File: config.mk
export PLATFORM = sky130hd
export DESIGN_NAME = line_encoder_serializer_flat
export DESIGN_NICKNAME = d
export VERILOG_FILES = /design/src/rtl/line_encoder_serializer_pkg.sv /design/src/rtl/line_encoder_serializer_if.sv /design/src/rtl/line_encoder_serializer_prio_enc.sv /design/src/rtl/line_encoder_serializer.sv /design/src/flat_wrapper.sv
export SDC_FILE = /design/constraint.sdc
export NUM_CORES = 1
export LEC_CHECK = 0
export CAP_MARGIN = 20
export CORE_AREA = 8 8 45 47
export DETAILED_ROUTE_END_ITERATION = 12
export DIE_AREA = 0 0 53 55
export GPL_TIMING_DRIVEN = 0
export PLACE_DENSITY = 0.62
export SLEW_MARGIN = 20
export SYNTH_ARGS = -nofsm -noshare
export SYNTH_HDL_FRONTEND = slang
export SYNTH_SLANG_ARGS = --single-unit
File: constraint.sdc
create_clock -name clk -period 3.1 [get_ports clk]
set_clock_uncertainty 0.15 [all_clocks]
set_input_delay 0.465 -clock clk [delete_from_list [all_inputs] [get_ports clk]]
set_output_delay 0.465 -clock clk [all_outputs]
set_load 0.03 [all_outputs]
File: src/rtl/line_encoder_serializer_pkg.sv
// Shared definitions for the line encoder/serializer: FSM encodings,
// default geometry and the helper that turns a line count into a code width.
package le_pkg;

  localparam int DEFAULT_N_LINES = 4;

  // FSM state encodings
  localparam logic [0:0] ST_IDLE = 1'b0;
  localparam logic [0:0] ST_EMIT = 1'b1;

  typedef logic [0:0] state_t;

  // Width of a binary code able to index n lines (at least one bit)
  function automatic int code_w(input int n);
    return (n <= 2) ? 1 : $clog2(n);
  endfunction

endpackage

File: src/rtl/line_encoder_serializer_if.sv
// Bundle of the input-vector and output-code handshakes.
// Handshake rule (both sides): a transfer happens on a rising clk edge where
// valid and ready are both high; once valid is raised, it and its payload
// stay stable until that transfer happens.
interface line_encoder_serializer_if
  import le_pkg::*;
#(
  parameter int N_LINES = DEFAULT_N_LINES
);
  localparam int CODE_W = code_w(N_LINES);

  logic               in_valid;
  logic               in_ready;
  logic [N_LINES-1:0] in_lines;
  logic               out_valid;
  logic               out_ready;
  logic [CODE_W-1:0]  out_code;
  logic               out_last;
  logic               empty_err;

  // Environment side: offers vectors, consumes codes
  modport master (
    output in_valid, in_lines, out_ready,
    input  in_ready, out_valid, out_code, out_last, empty_err
  );

  // Block side
  modport slave (
    input  in_valid, in_lines, out_ready,
    output in_ready, out_valid, out_code, out_last, empty_err
  );

endinterface

File: src/rtl/line_encoder_serializer_prio_enc.sv
// Combinational priority encoder: index of the highest set bit, plus flags
// for "any bit set" and "exactly one bit set".
module prio_enc
  import le_pkg::*;
#(
  parameter int N_LINES = DEFAULT_N_LINES,
  parameter int CODE_W  = code_w(N_LINES)
) (
  input  logic [N_LINES-1:0] vec_i,
  output logic [CODE_W-1:0]  code_o,
  output logic               any_o,
  output logic               single_o
);

  // Scan upward so the highest set bit is the last one to win
  always_comb begin
    code_o = '0;
    for (int i = 0; i < N_LINES; i++) begin
      if (vec_i[i]) code_o = CODE_W'(i);
    end
  end

  assign any_o    = |vec_i;
  // Clearing the lowest set bit leaves zero only for a single-bit vector
  assign single_o = any_o && ((vec_i & (vec_i - N_LINES'(1))) == '0);

endmodule

File: src/rtl/line_encoder_serializer.sv
// Captures a vector of decoded select lines and emits the binary code of each
// asserted line, highest index first, one code per output handshake.
// All outputs come from registered state (state_q, pending_q, empty_err_q).
module line_encoder_serializer
  import le_pkg::*;
#(
  parameter int N_LINES = DEFAULT_N_LINES
) (
  input  logic                      clk,
  input  logic                      rst,
  line_encoder_serializer_if.slave  bus,
  output state_t                    state_o
);

  localparam int CODE_W = code_w(N_LINES);

  state_t             state_q, state_d;
  logic [N_LINES-1:0] pending_q, pending_d;
  logic               empty_err_q, empty_err_d;

  logic [CODE_W-1:0]  enc_code;
  logic               enc_any;
  logic               enc_single;

  prio_enc #(
    .N_LINES (N_LINES),
    .CODE_W  (CODE_W)
  ) u_prio_enc (
    .vec_i    (pending_q),
    .code_o   (enc_code),
    .any_o    (enc_any),
    .single_o (enc_single)
  );

  // Next-state: capture in IDLE, retire one line per handshake in EMIT
  always_comb begin
    state_d     = state_q;
    pending_d   = pending_q;
    empty_err_d = 1'b0;
    case (state_q)
      ST_IDLE: begin
        if (bus.in_valid) begin
          if (|bus.in_lines) begin
            pending_d = bus.in_lines;
            state_d   = ST_EMIT;
          end else begin
            empty_err_d = 1'b1;
          end
        end
      end
      default: begin
        if (bus.out_ready) begin
          pending_d[enc_code] = 1'b0;
          // enc_any guards against ever sitting in EMIT with nothing pending
          if (enc_single || !enc_any) state_d = ST_IDLE;
        end
      end
    endcase
  end

  // State registers with synchronous reset that discards any pending work
  always_ff @(posedge clk) begin
    if (rst) begin
      state_q     <= ST_IDLE;
      pending_q   <= '0;
      empty_err_q <= 1'b0;
    end else begin
      state_q     <= state_d;
      pending_q   <= pending_d;
      empty_err_q <= empty_err_d;
    end
  end

  assign bus.in_ready  = (state_q == ST_IDLE);
  assign bus.out_valid = (state_q == ST_EMIT);
  assign bus.out_code  = enc_code;
  assign bus.out_last  = enc_single;
  assign bus.empty_err = empty_err_q;
  assign state_o       = state_q;

endmodule
File: src/flat_wrapper.sv
// flat-port wrapper written by rule: the top's interface ports become plain ports
module line_encoder_serializer_flat import le_pkg::*;
#(
  parameter int N_LINES = DEFAULT_N_LINES
)
  (clk, rst, state_o, bus_in_valid, bus_in_lines, bus_out_ready, bus_in_ready, bus_out_valid, bus_out_code, bus_out_last, bus_empty_err);
  line_encoder_serializer_if #(.N_LINES(N_LINES)) bus_i ();
  input  logic clk;
  input  logic rst;
  output state_t state_o;
  input wire logic [$bits(bus_i.in_valid)-1:0] bus_in_valid;
  input wire logic [$bits(bus_i.in_lines)-1:0] bus_in_lines;
  input wire logic [$bits(bus_i.out_ready)-1:0] bus_out_ready;
  output wire logic [$bits(bus_i.in_ready)-1:0] bus_in_ready;
  output wire logic [$bits(bus_i.out_valid)-1:0] bus_out_valid;
  output wire logic [$bits(bus_i.out_code)-1:0] bus_out_code;
  output wire logic [$bits(bus_i.out_last)-1:0] bus_out_last;
  output wire logic [$bits(bus_i.empty_err)-1:0] bus_empty_err;
  assign bus_i.in_valid = bus_in_valid;
  assign bus_i.in_lines = bus_in_lines;
  assign bus_i.out_ready = bus_out_ready;
  assign bus_in_ready = bus_i.in_ready;
  assign bus_out_valid = bus_i.out_valid;
  assign bus_out_code = bus_i.out_code;
  assign bus_out_last = bus_i.out_last;
  assign bus_empty_err = bus_i.empty_err;
  line_encoder_serializer #(.N_LINES(N_LINES)) u_core (.clk(clk), .rst(rst), .bus(bus_i), .state_o(state_o));
endmodule
# Yosys cells after proc, flatten, opt, wreduce, memory -nomap -nowiden
# Cells that the tools add are included.
# totals
ff_bits	6
out_inout_bits	7
word_cells	38
input_bits	8
# classes
n_eq_ne	1
n_addsub	1
bitwise_logic	5
n_lt_le_gt_ge	2
muxes	15
reduce_logical	11
# op_table
cell	n
two-way mux 4 bit	4
AND 4 bit	2
two-way mux 1 bit	8
OR reduction 4 bit	2
zero test 4 bit	1
two-way mux 2 bit	2
inverter 4 bit	1
nonzero test 2 bit	2
subtractor 4 x 1 -> 4 bit, second input constant	1
less-than comparator 2 x 3 -> 1 bit, second input constant	1
AND reduction 3 bit	1
OR reduction 3 bit	1
demux 1 bit (select 2 bit)	1
>= comparator 2 x 1 -> 1 bit, second input constant	1
logical AND 1 bit	2
!= test 2 bit, second input constant	1
inverter 1 bit	2
zero test 1 bit	1
logical OR 1 bit	1

# Longest topological paths before layout
# logic_depth
depth_word	11
mapped_depth	4
mapped_depth_nobuf	3

# Cells and area by module
# A second synthesis with hierarchy kept.
# hier_totals
cells_unflattened	45
area_unflattened_um2	392.9
# modules_own_cells
module	instances	area_per_inst_um2	cells_per_inst	seq_area_each_um2
line_encoder_serializer	1	326.6	37	120.1
prio_enc	1	66.3	8	0.0

# Worst setup path after synthesis
# OpenSTA, ideal clock, no wires.
# synth_timing
path_kind	reg2out
start	register u_core.pending_q[3]
end	output bus_out_last
path_slack_ps	1046
stages_incl_launch_ff	5
required_ps	2485
t_arrival_ps	1439
path_cell_list	dfxtp_1 > clkbuf_1 > xor2_1 > o21ai_0 > o21ai_0
# synth_between
elab_chain_cells	4
elab_cells_between_ends	5
classes_between	add/sub: 1; bitwise: 1; reduce/logical: 3
# synth_rtl
item	line_no	source
start: declaration	line_encoder_serializer.sv:18	logic [N_LINES-1:0] pending_q, pending_d;
start signal: assignment	line_encoder_serializer.sv:69	pending_q <= pending_d;
subtractor 4 x 1 -> 4 bit	line_encoder_serializer_prio_enc.sv:25	assign single_o = any_o && ((vec_i & (vec_i - N_LINES'(1))) == '0);
AND 4 bit	line_encoder_serializer_prio_enc.sv:25	
zero test 4 bit	line_encoder_serializer_prio_enc.sv:25	
logical AND 1 bit (*)	line_encoder_serializer_prio_enc.sv:25	
end: declaration	flat_wrapper.sv:17	output wire logic [$bits(bus_i.out_last)-1:0] bus_out_last;
# Mark *: on every way between the ends. The rest lies on a longest branch, timed or not.

# Worst setup path after layout
# Same ends and word-level chain as after synthesis.

==> metrics.cfg <==
[clock_network]
clk_latency_ns=0.24
clock-sinks=6
postCtsResizedCells=0
ctsHoldBuffers=0
cts_root_buf=clkbuf_4
post_cts_buffers=0
cts_tree=yes
cts.clk_slew.worst_paths_ns=0.05
cts_made_buffers=3
h-tree-depth=1
clockBufferDepth=2

[placed_design]
gp_congestion=0.768
portBuffers=14
dp_hpwl_microns=721
post_dp_cell_area_sq_um=531

[detailed_routing]
viasPerCell=4.93
vias=360
drc=0
drt_wl_total_microns=944
avgRoutedWirePerCell_microns=12.9
drt_iter0_markers=2
first_pass_iters=4
ant_nets=0

[setup_path]
cp_max_fo=9
cp.required_ns=2.48
worst_ep_arrival_time_ns=1.93
crit_path_start_kind=flop
critical_path_class=flop to output pin
worstSetupEndpointType=output pin

[run_status]
outcome=completed

[layout]
area_growth_syn_to_layout_pct=49.3
final_core_util=0.400
antennaDiodeCount=0
final_cell_area_sq_um=553
drive_above_1_share=0.193
final_nets=67

[global_routing]
grt_max_degree=10
antenna_found_initial=0
grt_pass1_wl_microns=1520
grt_remaining_overflow=0
grt_pass1_vias=360
track_usage=0.0732

[timing]
tightest_slew_ns=0.418
whs_ns=0.440
fmax_mhz=392
hold_viol_final=0
fin_crit_ns=2.55
slew_headroom=0.721
drv_slew=0
fin_crit_sh=0.822
fin_setup_tns_ns=0
setup_viol=0
rsz0062_at_grt=no

[floorplan]
dieArea_sq_um=2920
die_h_microns=55
start_util=0.268
row_count=14
dieWidth_microns=53
io_pins=15
fp.coreArea_sq_um=1380

[yosys]
synth-seq-cells=6
syn_inst=40
syn_area_per_cell_sq_um=9.26
synth_area_sq_um=370
seq_area_frac_synth=0.324
yosys_warnings=0
syn-num-nets=48
yosysUniqueCellTypes=26

[pwr]
peakVddDrop_uv=123
p_leak_nw=0.221
power_mw=0.251
p_per_area_nw_per_um2=453

[run]
drv_cap=0

[hold_path]
hold_class=flop to flop

[routing by layer]
layer / share of wire / up-vias / track usage
li1: - / 190 / -
met1: 0.43 / 159 / 0.0745
met2: 0.47 / 9 / 0.111
met3: 0.073 / 2 / 0.0187
met4: 0.029 / 0 / 0.0905
met5: 0 / - / 0
[worst max-delay path: stages, from the launching register on]
cell and delay (ns):
dfxtp_1 0.30, clkbuf_1 0.30, xor2_1 0.17, o21ai_0 0.08, o21ai_0 0.14, clkdlybuf4s50_1 0.69
[flip-flops by register name, summed over array words and instances (netlist names)]
signal	count
u_core.pending_q	4
u_core.bus.empty_err	1
u_core.bus.out_valid	1
[report_power, final]
| part | internal (mW) | switching [mW] | total [mW] |
|---|---|---|---|
| Sequential | 0.0829 | 0.00745 | 0.0903 |
| Combinational | 0.0432 | 0.0454 | 0.0886 |
| Clock | 0.0438 | 0.0279 | 0.0717 |
[final cells by class]
cell class,count,area [sq um]
Clock buffer,3,22.5
Tap cell,16,20.0
Inverter,2,7.51
Timing Repair Buffer,14,140
Fill cell,144,831
Sequential cell,6,120
Multi-Input combinational cell,29,228
Buffer,3,15.0
[synth_stat cells (all sizes together)]
master	count	area share
and3	1	0.017
dfxtp	6	0.32
nor3	2	0.027
a21o	1	0.020
or4	2	0.051
a211oi	1	0.020
nor2b	3	0.051
a311oi	1	0.024
or2	1	0.017
o21ai	3	0.041
and3b	1	0.024
nand2	2	0.020
a221oi	2	0.095
a221o	2	0.061
and2b	1	0.024
clkbuf	2	0.020
a22o	2	0.051
inv	2	0.020
nand3	1	0.014
xor2	1	0.024
a21oi	1	0.014
buf	1	0.020
a2bb2oi	1	0.024
[cells by family after synthesis]
kind of cell	Yosys count	synth area share
flip-flops	6	0.324
AO/OA/AOI/OAI	14	0.348
buffers and inverters	5	0.0608
XOR/XNOR	1	0.0237
AND/OR/NAND/NOR	14	0.243
[placed cells by master, fill, tap and decap left out, types with 2 or more instances in the layout]
cell type,instances
nand2_1,2
clkdlybuf4s50_1,14
a221o_2,2
clkbuf_1,2
nor2b_1,3
clkbuf_4,3
inv_1,2
o21ai_0,3
dfxtp_1,6
nor3_1,2
[path summary, 6_finish.rpt]
check                                         start  cells after the start  slack [ns]              endpoint
worst max-delay path            u_core.pending_q[3]                      5        0.55          bus_out_last
worst min-delay path            u_core.pending_q[0]                      1        0.44   u_core.pending_q[0]
worst max register to register  u_core.pending_q[3]                      4        1.49  u_core.bus.out_valid
worst min register to register  u_core.pending_q[0]                      1        0.44   u_core.pending_q[0]
[metrics by stage]
step / cells / setup slack, ns
after floorplan: 40 / 1.05
after global placement: 70 / 0.795
after detailed placement: 70 / 0.797
after CTS: 73 / 0.530
after global routing: 73 / 0.378
final: 73 / 0.552
(Power assumes the default switching activity.)
